## src/rtl/piso_serializer.sv

```systemverilog
// Parallel-in/serial-out transmitter with valid/ready load and bit-rate enable.
// Back-to-back words are accepted on the last-bit cycle, so frames follow each other with no gap.
module piso_serializer #(
  parameter int unsigned WIDTH     = 8,
  parameter bit          MSB_FIRST = 1'b1
) (
  input  logic             clk,
  input  logic             rst_n,
  input  logic             i_valid,
  output logic             o_ready,
  input  logic [WIDTH-1:0] i_data,
  input  logic             i_shift_en,
  output logic             o_serial,
  output logic             o_serial_valid,
  output logic             o_last,
  output logic             o_busy
);

  localparam int unsigned CW = (WIDTH > 1) ? $clog2(WIDTH) : 1;

  typedef enum logic {
    S_IDLE  = 1'b0,
    S_SHIFT = 1'b1
  } state_t;

  state_t           r_state;
  state_t           w_next_state;
  logic [WIDTH-1:0] r_sreg;
  logic [WIDTH-1:0] w_next_sreg;
  logic [CW-1:0]    r_cnt;
  logic [CW-1:0]    w_next_cnt;
  logic             w_last;
  logic             w_ready;
  logic             w_xfer;
  logic [WIDTH-1:0] w_shifted;

  // Final bit of the frame is on the line.
  assign w_last = (r_state == S_SHIFT) && (r_cnt == CW'(WIDTH - 1));

  // Register advanced one bit toward the output end, vacated end zero-filled.
  assign w_shifted = MSB_FIRST ? {r_sreg[WIDTH-2:0], 1'b0} : {1'b0, r_sreg[WIDTH-1:1]};

  // Accept in IDLE, or on the last bit once it is about to be consumed.
  always_comb begin
    w_ready = 1'b0;
    if (!rst_n) begin
      w_ready = 1'b0;
    end else if (r_state == S_IDLE) begin
      w_ready = 1'b1;
    end else if (w_last) begin
      w_ready = i_shift_en;
    end
  end

  assign w_xfer  = i_valid & w_ready;
  assign o_ready = w_ready;

  // Next-state, shift register and bit counter update.
  always_comb begin
    w_next_state = r_state;
    w_next_sreg  = r_sreg;
    w_next_cnt   = r_cnt;
    case (r_state)
      S_IDLE: begin
        if (w_xfer) begin
          w_next_sreg  = i_data;
          w_next_cnt   = '0;
          w_next_state = S_SHIFT;
        end
      end
      S_SHIFT: begin
        if (i_shift_en) begin
          if (w_last) begin
            if (w_xfer) begin
              w_next_sreg = i_data;
              w_next_cnt  = '0;
            end else begin
              w_next_sreg  = '0;
              w_next_cnt   = '0;
              w_next_state = S_IDLE;
            end
          end else begin
            w_next_sreg = w_shifted;
            w_next_cnt  = r_cnt + CW'(1);
          end
        end
      end
      default: begin
        w_next_state = S_IDLE;
      end
    endcase
  end

  // State, shift register and counter; synchronous active-low reset wins over everything.
  always_ff @(posedge clk) begin
    if (!rst_n) begin
      r_state <= S_IDLE;
      r_sreg  <= '0;
      r_cnt   <= '0;
    end else begin
      r_state <= w_next_state;
      r_sreg  <= w_next_sreg;
      r_cnt   <= w_next_cnt;
    end
  end

  assign o_busy         = (r_state == S_SHIFT);
  assign o_serial_valid = (r_state == S_SHIFT);
  assign o_last         = w_last;
  assign o_serial       = (r_state == S_SHIFT) ?
                          (MSB_FIRST ? r_sreg[WIDTH-1] : r_sreg[0]) : 1'b0;

endmodule

```

## config.mk

```make
export PLATFORM = sky130hd
export DESIGN_NAME = piso_serializer
export DESIGN_NICKNAME = d
export VERILOG_FILES = /design/src/rtl/piso_serializer.sv
export SDC_FILE = /design/constraint.sdc
export NUM_CORES = 1
export LEC_CHECK = 0
export CORE_AREA = 2 2 39 41
export CTS_BUF_LIST = sky130_fd_sc_hd__clkbuf_8 sky130_fd_sc_hd__clkbuf_16
export CTS_CLUSTER_DIAMETER = 120
export DETAILED_ROUTE_END_ITERATION = 6
export DIE_AREA = 0 0 41 43
export DONT_BUFFER_PORTS = 1
export PLACE_DENSITY_LB_ADDON = 0.2
export SLEW_MARGIN = 10
export SYNTH_ARGS = -nofsm -noshare
export SYNTH_HDL_FRONTEND = slang
export SYNTH_SLANG_ARGS = --single-unit
```

## constraint.sdc

```tcl
create_clock -name clk -period 1.4 [get_ports clk]
set_input_delay 0.35 -clock clk [delete_from_list [all_inputs] [get_ports clk]]
set_output_delay 0.35 -clock clk [all_outputs]
set_load 0.01 [all_outputs]
```

==> results.ini <==
[power]
vdd_drop_max_mv = 0.5735
powerDensity_mw_per_mm2 = 1064
cellInternalPower_w = 0.0006153
p_leak_nw = 0.2760
power_frac_comb_pct = 14.1
clock_power_share_pct = 37.9
power.switching_w = 0.0001860
seq_power_share_pct = 48.0
switching_share_pct = 23.21

[placed_design]
place_hpwl_um = 898.2
placed_cell_area_um2 = 638.1
gp_congestion = 0.7374
port-buffer-count = 0

[yosys]
syn_area_um2 = 593.1
ys_ff_latch = 12
yosys_warnings = 0
synth_edf_count = 0
synth_area_per_cell_um2 = 8.472
dominantRegCellSynth = dfxtp_1
synth.top_cell.area_share_pct = 40.51
yosys.area.top_type = dfxtp_1
synth.distinct_cells = 22
yosysSeqAreaShare_pct = 40.51
mappedNetlistNets = 84
synthCells = 70
synthTopCellsByArea = dfxtp_1, o21ai_0, a31oi_1
synthArstFlopShare_pct = 0

[routing]
first_pass_iters = 4
ant_nets = 0
avgViaCountPerCell = 5.804
vias = 534
drt_iter0_drc = 7
drt-total-wl_um = 1388
drcViolationCount = 0
wl_per_cell_um = 15.09

[finish]
nNetsFinal = 92
regArea_um2 = 242.7
diodes = 0
drive_gt1_share_pct = 28.95
multi_input_area_um2 = 366.6
area_growth_syn_to_layout_pct = 27.00
fin_area_um2 = 753.2
fill_cells = 128

[sta]
period_needed_ps = 1583
drv_slew = 0
setup_viol = 10
finalHoldViolCount = 0
fin_worst_skew_ps = 0.6476
max-slew-margin-rel_pct = 81.55
worst_pin_slew_ps = 276.3
finalCritPeriodShare_pct = 113.1
rsz0062_at_grt = true
max_clock_freq_ghz = 0.6317
layout_setup_ws_ps = -183.0
holdWs_ps = 233.2

[critical_path]
cp.arrival_ps = 1230
startpoint_type = register
criticalPathCategory = reg2out
end_kind = output port
cp-startpoint = r_cnt[0]
r2r_setup_slack_ps = -50
worstSetupEndpoint = o_ready
r2r-end = r_sreg[1]
r2r.worst_path.cells = 7
crit_required_ps = 1050
r2r-start = r_cnt[0]
worstPathMaxFanout = 2

[clocking]
cts_tree = built
hold_buffers = 0
cts_sinks = 12
cts-root-buf = clkbuf_8
cts_made_buffers = 3
cts_max_level = 1
clk_latency_ps = 230
clk_path_buf_depth = 2
clkTransAtPathRegs_ps = 50

[global_routing]
grt_usage_pct = 19.52
grt_pass1_vias = 534
grt_pass1_wl_um = 2297
grt_max_degree = 16
gr-total-overflow = 0
grt_antenna_before_repair = 0

[die]
die_w_um = 41
coreArea_mm2 = 0.001384
rows = 14
die_height_um = 43
dieArea_mm2 = 0.001763
initial_core_util_pct = 42.86
io_pins = 17

[hold_path]
hold_path_depth = 1
hold_class = in2reg

[status]
outcome = finished with violations
violations = negative setup slack

[flow_run]
drv_cap = 0

## per-stage QoR
stage / utilization, % / total power [W] / cells / setup WS [ps] / TNS [ps]
3_3_place_gp: 46.11 / 0.0004857 / 87 / 15.84 / 0
2_1_floorplan: - / 0.0004630 / 70 / 5.946 / 0
3_5_place_dp: 46.11 / 0.0004876 / 87 / -3.233 / -3.233
6_report: 54.43 / 0.0008014 / 92 / -183.0 / -518.1
5_1_grt: 54.43 / 0.0008454 / 92 / -236.8 / -1062
4_1_cts: 51.81 / 0.0007967 / 91 / -168.3 / -310.3
## final cells by class
type	instances	area share, %
Inverter	2	0.9967
Tap cell	16	2.658
Multi-Input combinational cell	53	48.67
Sequential cell	12	32.23
Clock buffer	3	5.482
Timing Repair Buffer	6	9.967
## routing by layer
metal	wire, um	vias to the layer above	GRT usage (%)
met1	631	246	25.89
met4	24	0	10.67
met3	92	2	4.712
met5	0	-	0
met2	640	17	27.81
li1	-	269	-
## repair_timing
item,in CTS,in global routing
setup endpoints to repair,2,11
resized for setup,7,6
buffers inserted,1,0
cloned,0,1
pin swaps,6,5
## critical path, stage by stage, from the launching register on
cell      delay, ps
dfxtp_2         330
ha_4            160
ha_4            150
a21boi_2        130
and2b_1         220
## cell usage in the layout (no fill, tap or decap)
| cell | n |
|---|---|
| o21ai_0 | 11 |
| dfxtp_1 | 10 |
| nand2_1 | 8 |
| a31oi_1 | 7 |
| buf_4 | 4 |
| nand3_1 | 3 |
| o21ai_1 | 3 |
| clkbuf_8 | 3 |
| a21boi_2 | 2 |
| inv_1 | 2 |
| nand3b_1 | 2 |
| o21a_1 | 2 |
| nand3_2 | 2 |
| ha_4 | 2 |
| dfxtp_2 | 2 |
| and2_2 | 1 |
| and2b_1 | 1 |
| and2_1 | 1 |
| and4_2 | 1 |
| nand2_2 | 1 |
| and2b_2 | 1 |
| mux2_4 | 1 |
| a21boi_1 | 1 |
| nor2_1 | 1 |
| nor3_1 | 1 |
| a21boi_0 | 1 |
| clkbuf_16 | 1 |
| buf_12 | 1 |
## synth_stat cells (2+ instances only)
master	count
a21boi_1	2
a21boi_0	2
and2b_1	2
o21ai_0	14
nand3_1	5
inv_1	2
nand2_1	8
dfxtp_1	12
o21a_1	2
ha_1	2
nand3b_1	2
a31oi_1	7
## power by group through the flow
stage / clock [W] / combinational (W) / sequential (W)
6_report: 0.000304 / 0.000113 / 0.000384
5_1_grt: 0.000329 / 0.000128 / 0.000388
4_1_cts: 0.000312 / 0.000101 / 0.000384
3_5_place_dp: 0 / 0.0000983 / 0.000389
3_3_place_gp: 0 / 0.0000971 / 0.000389
2_1_floorplan: 0 / 0.0000753 / 0.000388
## sequential cells by signal, summed over array words and instances (netlist names)
register / count
r_sreg: 8
r_cnt: 3
o_busy: 1
## how the worst min path moves through the flow
| stage | from | endpoint |
|---|---|---|
| after floorplan | r_cnt[1] | r_cnt[1] |
| after global placement | r_sreg[5] | r_sreg[6] |
| after detailed placement | r_sreg[5] | r_sreg[6] |
| after CTS | rst_n | o_busy |
| after global routing | rst_n | r_cnt[0] |
| final | rst_n | o_busy |
## logic make-up after synthesis
kind of cell             synth area share (%)
adder cells (fa/ha/maj)                 4.219
flip-flops                              40.51
multiplexers                            2.531
buffers and inverters                   5.274
AND/OR/NAND/NOR                         20.67
AO/OA/AOI/OAI                           26.79
(Power assumes the default switching activity.)
